==> config.mk <==
export PLATFORM = sky130hd
export DESIGN_NAME = mem_stage
export DESIGN_NICKNAME = d
export VERILOG_FILES = /design/src/rtl/mem_stage.sv
export SDC_FILE = /design/constraint.sdc
export NUM_CORES = 1
export LEC_CHECK = 0
export BUFFER_PORTS_ARGS = -buffer_cell sky130_fd_sc_hd__buf_2
export CORE_AREA = 2 2 120 122
export DETAILED_ROUTE_END_ITERATION = 6
export DIE_AREA = 0 0 122 124
export HOLD_SLACK_MARGIN = 0.03
export PLACE_DENSITY = 0.64
export SETUP_SLACK_MARGIN = 0.3
export SYNTH_ARGS = -nofsm -noshare
export SYNTH_HDL_FRONTEND = slang
export SYNTH_SLANG_ARGS = --single-unit
==> constraint.sdc <==
create_clock -name clk -period 3.3 [get_ports clk]
set_input_delay 0.33 -clock clk [delete_from_list [all_inputs] [get_ports clk]]
set_output_delay 0.33 -clock clk [all_outputs]
set_load 0.05 [all_outputs]
==> src/rtl/mem_stage.sv <==
// MEM pipeline stage: issues loads/stores to a variable-latency data memory,
// stalls upstream while an access is outstanding, flags accesses that exceed
// the wait bound, and registers results into the MEM/WB register.
module mem_stage #(
  parameter int DATA_W   = 32,
  parameter int REG_W    = 4,
  parameter int MAX_WAIT = 15
) (
  input  logic              clk,
  input  logic              rst,
  input  logic              RegWr_EX,
  input  logic              MemWr_EX,
  input  logic              MemRd_EX,
  input  logic [1:0]        WBdata_EX,
  input  logic [DATA_W-1:0] ALUout,
  input  logic [DATA_W-1:0] D,
  input  logic [DATA_W-1:0] npc3,
  input  logic [REG_W-1:0]  rd3,
  output logic              dmem_req,
  output logic              dmem_we,
  output logic [DATA_W-1:0] dmem_addr,
  output logic [DATA_W-1:0] dmem_wdata,
  input  logic [DATA_W-1:0] dmem_rdata,
  input  logic              dmem_ack,
  output logic              stall,
  output logic              RegWr_MEM,
  output logic [1:0]        WBdata_MEM,
  output logic [DATA_W-1:0] ALUout4,
  output logic [DATA_W-1:0] MDR,
  output logic [DATA_W-1:0] npc4,
  output logic [REG_W-1:0]  rd4,
  output logic              mem_err
);

  localparam int CNT_W = (MAX_WAIT < 1) ? 1 : $clog2(MAX_WAIT + 1);
  localparam logic [CNT_W-1:0] CNT_MAX = CNT_W'(MAX_WAIT);
  localparam logic [CNT_W-1:0] CNT_ONE = CNT_W'(1);

  localparam logic [1:0] IDLE = 2'd0;
  localparam logic [1:0] WAIT = 2'd1;

  logic [1:0]       state_reg, state_next;
  logic [CNT_W-1:0] count_reg, count_next;

  logic access;
  logic is_read;
  logic req_int;
  logic timeout;
  logic capture;
  logic set_err;

  // A request with both read and write set behaves as a write.
  assign access  = MemRd_EX | MemWr_EX;
  assign is_read = MemRd_EX & ~MemWr_EX;

  assign req_int = access & ((state_reg == IDLE) | (state_reg == WAIT));
  assign timeout = (state_reg == WAIT) & (count_reg == CNT_MAX);

  // Request and stall are suppressed while reset is held so upstream is
  // never frozen by an access the reset is about to abandon.
  assign dmem_req   = req_int & rst;
  assign stall      = req_int & ~dmem_ack & ~timeout & rst;
  assign dmem_we    = MemWr_EX;
  assign dmem_addr  = ALUout;
  assign dmem_wdata = D;

  // Next-state and wait-count logic; decides between capture and bubble.
  always_comb begin
    state_next = state_reg;
    count_next = count_reg;
    capture    = 1'b0;
    set_err    = 1'b0;
    case (state_reg)
      IDLE: begin
        if (!access || dmem_ack) begin
          capture = 1'b1;
        end else begin
          state_next = WAIT;
          count_next = CNT_ONE;
        end
      end
      WAIT: begin
        if (!access || dmem_ack) begin
          capture    = 1'b1;
          state_next = IDLE;
          count_next = '0;
        end else if (timeout) begin
          // Retire the failed access without a register write.
          set_err    = 1'b1;
          state_next = IDLE;
          count_next = '0;
        end else begin
          count_next = count_reg + CNT_ONE;
        end
      end
      default: begin
        state_next = IDLE;
        count_next = '0;
      end
    endcase
  end

  // FSM state, sticky error flag and MEM/WB register update.
  always_ff @(posedge clk) begin
    if (!rst) begin
      state_reg  <= IDLE;
      count_reg  <= '0;
      mem_err    <= 1'b0;
      RegWr_MEM  <= 1'b0;
      WBdata_MEM <= 2'b00;
      ALUout4    <= '0;
      MDR        <= '0;
      npc4       <= '0;
      rd4        <= '0;
    end else begin
      state_reg <= state_next;
      count_reg <= count_next;
      if (set_err) begin
        mem_err <= 1'b1;
      end
      if (capture) begin
        RegWr_MEM  <= RegWr_EX;
        WBdata_MEM <= WBdata_EX;
        ALUout4    <= ALUout;
        npc4       <= npc3;
        rd4        <= rd3;
        if (is_read && dmem_ack) begin
          MDR <= dmem_rdata;
        end
      end else begin
        // Bubble: only the write enable drops, the data fields hold.
        RegWr_MEM <= 1'b0;
      end
    end
  end

endmodule

Word-level counts from Yosys, hierarchy flattened
Index checks and enable logic that the tools add are counted.
{ "word_totals": {"register_bits": 110, "inputBits": 140, "output_inout_bits": 171, "wordCells": 47} }
{ "classes": {"n_addsub": 1, "n_eq_ne": 4, "muxes": 13, "bitwise": 12, "reduce_logical": 8} }
{ "op_table": {"columns": ["cell", "n"], "rows": [
  ["$mux W4", 3],
  ["$pmux W4 S2", 1],
  ["$and A1 B1 Y1", 7],
  ["$mux W2", 3],
  ["$reduce_and A2 Y1", 3],
  ["$mux W1", 5],
  ["$add A4 B1 Y4 const B", 1],
  ["$eq A4 B4 Y1 const B", 1],
  ["$pmux W2 S2", 1],
  ["$ne A3 B2 Y1 const B", 1],
  ["$not A1 Y1", 3],
  ["$eq A2 B1 Y1 const B", 1],
  ["$logic_not A2 Y1", 1],
  ["$ne A2 B2 Y1 const B", 1],
  ["$or A1 B1 Y1", 2],
  ["$reduce_or A2 Y1", 1],
  ["$logic_and A1 B1 Y1", 1],
  ["$logic_not A1 Y1", 1],
  ["$logic_or A1 B1 Y1", 1]
]} }

Logic depth before layout (Yosys ltp)
{ "depth": {"word_depth": 6, "ltp_mapped": 5, "ltp_nobuf": 4} }

Least setup slack after synthesis
OpenSTA, ideal clock, no wires.
{ "synth_timing": {"path_type": "input to output", "from": "input dmem_ack", "to": "output stall", "arrival_ns": 1.301, "t_required_ns": 2.970, "slack_ns": 1.669, "path_stages": 4, "n_path_buf": 2, "cell_sequence": "o21ba_2 -> buf_4 -> buf_4 -> and3_1"} }
{ "synth_between": {"elab_chain_len": 4} }
{ "synth_lines": {"columns": ["element", "line", "text"], "rows": [
  ["start, declared", "24", "input logic dmem_ack,"],
  ["$not A1 Y1", "62", "assign stall = req_int & ~dmem_ack & ~timeout & rst;"],
  ["$and A1 B1 Y1 (3 in series)", "62", null],
  ["end, declared", "25", "output logic stall,"]
]} }
Every way passes these cells.

Worst setup path in the final report
{ "layout_timing": {"from": "register count_reg[0]", "to": "output stall"} }
{ "layout_between": {"elab_chain_len": 5} }
{ "layout_lines": {"columns": ["element", "line", "text"], "rows": [
  ["start, declared", "43", "logic [CNT_W-1:0] count_reg, count_next;"],
  ["start signal, assigned", "117", "count_reg <= count_next;"],
  ["$eq A4 B4 Y1", "57", "assign timeout = (state_reg == WAIT) & (count_reg == CNT_MAX);"],
  ["$and A1 B1 Y1", "57", null],
  ["$not A1 Y1", "62", null],
  ["$and A1 B1 Y1 (2 in series)", "62", null]
]} }
Every way passes these cells.

==> key figures <==
Clock tree
  • CTS resizes: 0
  • Clk Latency, worst-skew pair: 350 ps
  • CTS Hold Buffers Added: 0
  • Reg clk slew, reported paths: 70 ps
  • Clk sinks: 109
  • Root buf cell: clkbuf_16
  • Worst-case clock buffer depth: 2
  • H-tree levels: 3
  • CTS tree: done
  • TritonCTS Buffers: 9
  • Setup bufs post-CTS: 0

GRT
  • GRT Overall Usage: 13.96%
  • Pin count of the biggest net entering global routing: 75
  • First-pass GRT wire length: 16.62 mm
  • Initial antenna violation count: 0
  • GR Overflow Total: 0
  • Vias in the first global route: 3377

Logic synthesis
  • Post-synth EDFFs: 0
  • Mapped Avg Cell Area: 8.451 um^2
  • Area contributors post-synth: dfxtp_1, nand2_1, buf_4
  • Top cell type by total area after synthesis: dfxtp_1
  • Cell Area, Synth: 0.004581 mm^2
  • Sequential area share after synthesis: 47.64%
  • Mapped Cells: 542
  • Most common cell in the synthesized netlist: nand2_1
  • Area fraction of the dominant cell type after synthesis: 47.64%
  • Syn_nets: 683
  • Library cells used by synthesis: 22
  • Synthesized flop and latch total: 109
  • Synth Warn #: 0
  • Top_reg_cell synth: dfxtp_1
  • Most frequent cells after synthesis: nand2_1, dfxtp_1, buf_4, a21boi_0, a21boi_1
  • Async SR Flop Fraction: 0%

Floorplan
  • Starting density of the core: 33.39%
  • Die Y-Extent: 124 um
  • Standard-cell rows: 43
  • I/O pin cnt: 311
  • Core ar.: 0.01372 mm^2
  • Die width: 122 um
  • Die ar.: 0.01513 mm^2

Route
  • Detailed Routing Iterations Pass 1: 4
  • DRC viols: 0
  • Vias: 3900
  • WL/cell: 12.54 um
  • Routed WL: 11.15 mm
  • Vias/cell: 4.387
  • 1st-iter DRT viols: 161
  • Antenna-violating nets left: 0

Timing
  • Endpoints failing setup: 0
  • Max-slew violations: 0
  • Fin worst setup slack: 1374 ps
  • Fmax achieved: 519.2 MHz
  • RSZ-0062 raised after global routing: false
  • Worst-Margin Slew: 789.7 ps
  • Final hold violation count: 0
  • Layout Skew: 4.187 ps
  • Final setup TNS: 0 ps
  • Max-slew headroom: 47.21%
  • Final min period: 1926 ps
  • Final Cycle Share: 58.37%

Critical path
  • Worst Path Required: 2970 ps
  • Crit path cell chain: ha_1, nand4_1, and3_1, buf_2
  • Slowest cell on crit path: dfxtp_1
  • R2R Path Start: count_reg[0]
  • Buf/Inv on CP: 1
  • Crit. path cell count: 4
  • R2R setup slack: 2120 ps
  • RR Endpoint: count_reg[3]
  • Critical path peak fanout: 4
  • Critical path class: flip-flop to output port
  • Slowest cell delay on critical path: 340 ps
  • R2R depth: 3
  • Critical Path Start Type: flip-flop
  • Cell family with most CP delay: simple AND/OR/NAND/NOR gates
  • Arrival @ worst endpoint: 1600 ps
  • Crit end category: output port

Layout
  • Post-route insts no fill: 889
  • Final-stage net count: 845
  • Share of layout cells above drive strength 1: 37.94%
  • Ant. Diodes: 0
  • Sequential cell area: 0.002182 mm^2
  • Layout area overhead: 25.13%
  • Area occupied by multi-input gates: 0.001738 mm^2
  • Top flop regs: ALUout4 x32, MDR x32, npc4 x32
  • Filler instances: 1458

Status
  • Outcome: finished, final reports clean

Min path
  • Hold worst-path end: MDR[28]
  • Hold Startpoint: dmem_rdata[28]
  • Class of the worst hold path: input pin to flip-flop
  • WHS Path Cells: 3

Power
  • Pwr/cell area: 545.8 mW/mm^2
  • Static leakage: 2.799 nW
  • Maximum VDD drop: 0.0003297 V

Place
  • RePlAce Congestion: 0.7466
  • IO buf count: 246
  • Cell Count Post-Placement: 873
  • DP HPWL: 7.794 mm
  • DP Worst Slack: 1449 ps

Flow run
  • Number of max-cap violations: 0
[cells in the final DEF (no fill, tap or decap), drive strengths merged, types with 2 or more instances in the layout]
master  instances
buf           251
nand2         205
dfxtp         109
a21boi        104
clkbuf         10
and3            4
inv             4
nand3b          3
nand3           3
o21a            2
xor2            2
clkinv          2
[how the worst max path moves through the flow]
stage | start | endpoint | slack, ps
detailed placement | rst | stall | 1450
global route | count_reg[0] | stall | 1300
floorplan | dmem_ack | stall | 1670
global placement | rst | stall | 1420
CTS | count_reg[0] | stall | 1350
finish | count_reg[0] | stall | 1370
[cell families after synthesis]
kind of cell / count (synthesis) / share of synthesized area [%]
AO/OA/AOI/OAI: 111 / 18.36
XOR/XNOR: 2 / 0.3825
adder cells (fa/ha/maj): 1 / 0.2731
buffers and inverters: 100 / 14.59
flip-flops: 109 / 47.64
AND/OR/NAND/NOR: 219 / 18.77
[cell type report]
| cell class | count | area share [%] |
|---|---|---|
| Tap cell | 180 | 3.929 |
| Sequential cell | 109 | 38.07 |
| Timing Repair Buffer | 251 | 22.57 |
| Clock inverter | 6 | 0.9387 |
| Multi-Input combinational cell | 333 | 30.32 |
| Clock buffer | 10 | 4.169 |
[per-stage QoR]
stage / util, % / cell area, um^2 / total power, W / hold slack (ps)
finish: 41.78 / 5732 / 0.003128 / 211.7
floorplan: - / 4581 / 0.002041 / 464.9
detailed placement: 39.64 / 5439 / 0.002097 / 440.1
global route: 41.78 / 5732 / 0.003264 / 193.8
CTS: 41.78 / 5732 / 0.003184 / 194.0
global placement: 39.64 / 5439 / 0.002095 / 436.0
[power breakdown]
| group | switching (W) | leakage (nW) | internal, W | total (W) |
|---|---|---|---|---|
| clock | 0.000521 | 0.147 | 0.000550 | 0.00107 |
| sequential | 0.0000319 | 0.896 | 0.00138 | 0.00141 |
| combinational | 0.000472 | 1.76 | 0.000171 | 0.000643 |
[per-layer routing]
metal	vias to the layer above	track usage, %	share of wire (%)
met2	156	23.04	48
met5	-	0	0
li1	2000	-	-
met3	19	5.861	8.8
met4	0	5.172	1.8
met1	1725	16.19	42
[worst reg2reg max path, cell delays in order (launching register included)]
cell and delay, ps:
dfxtp_1 340, ha_1 230, and3_1 200, o41ai_1 320
Power figures use the tool's default switching activity.
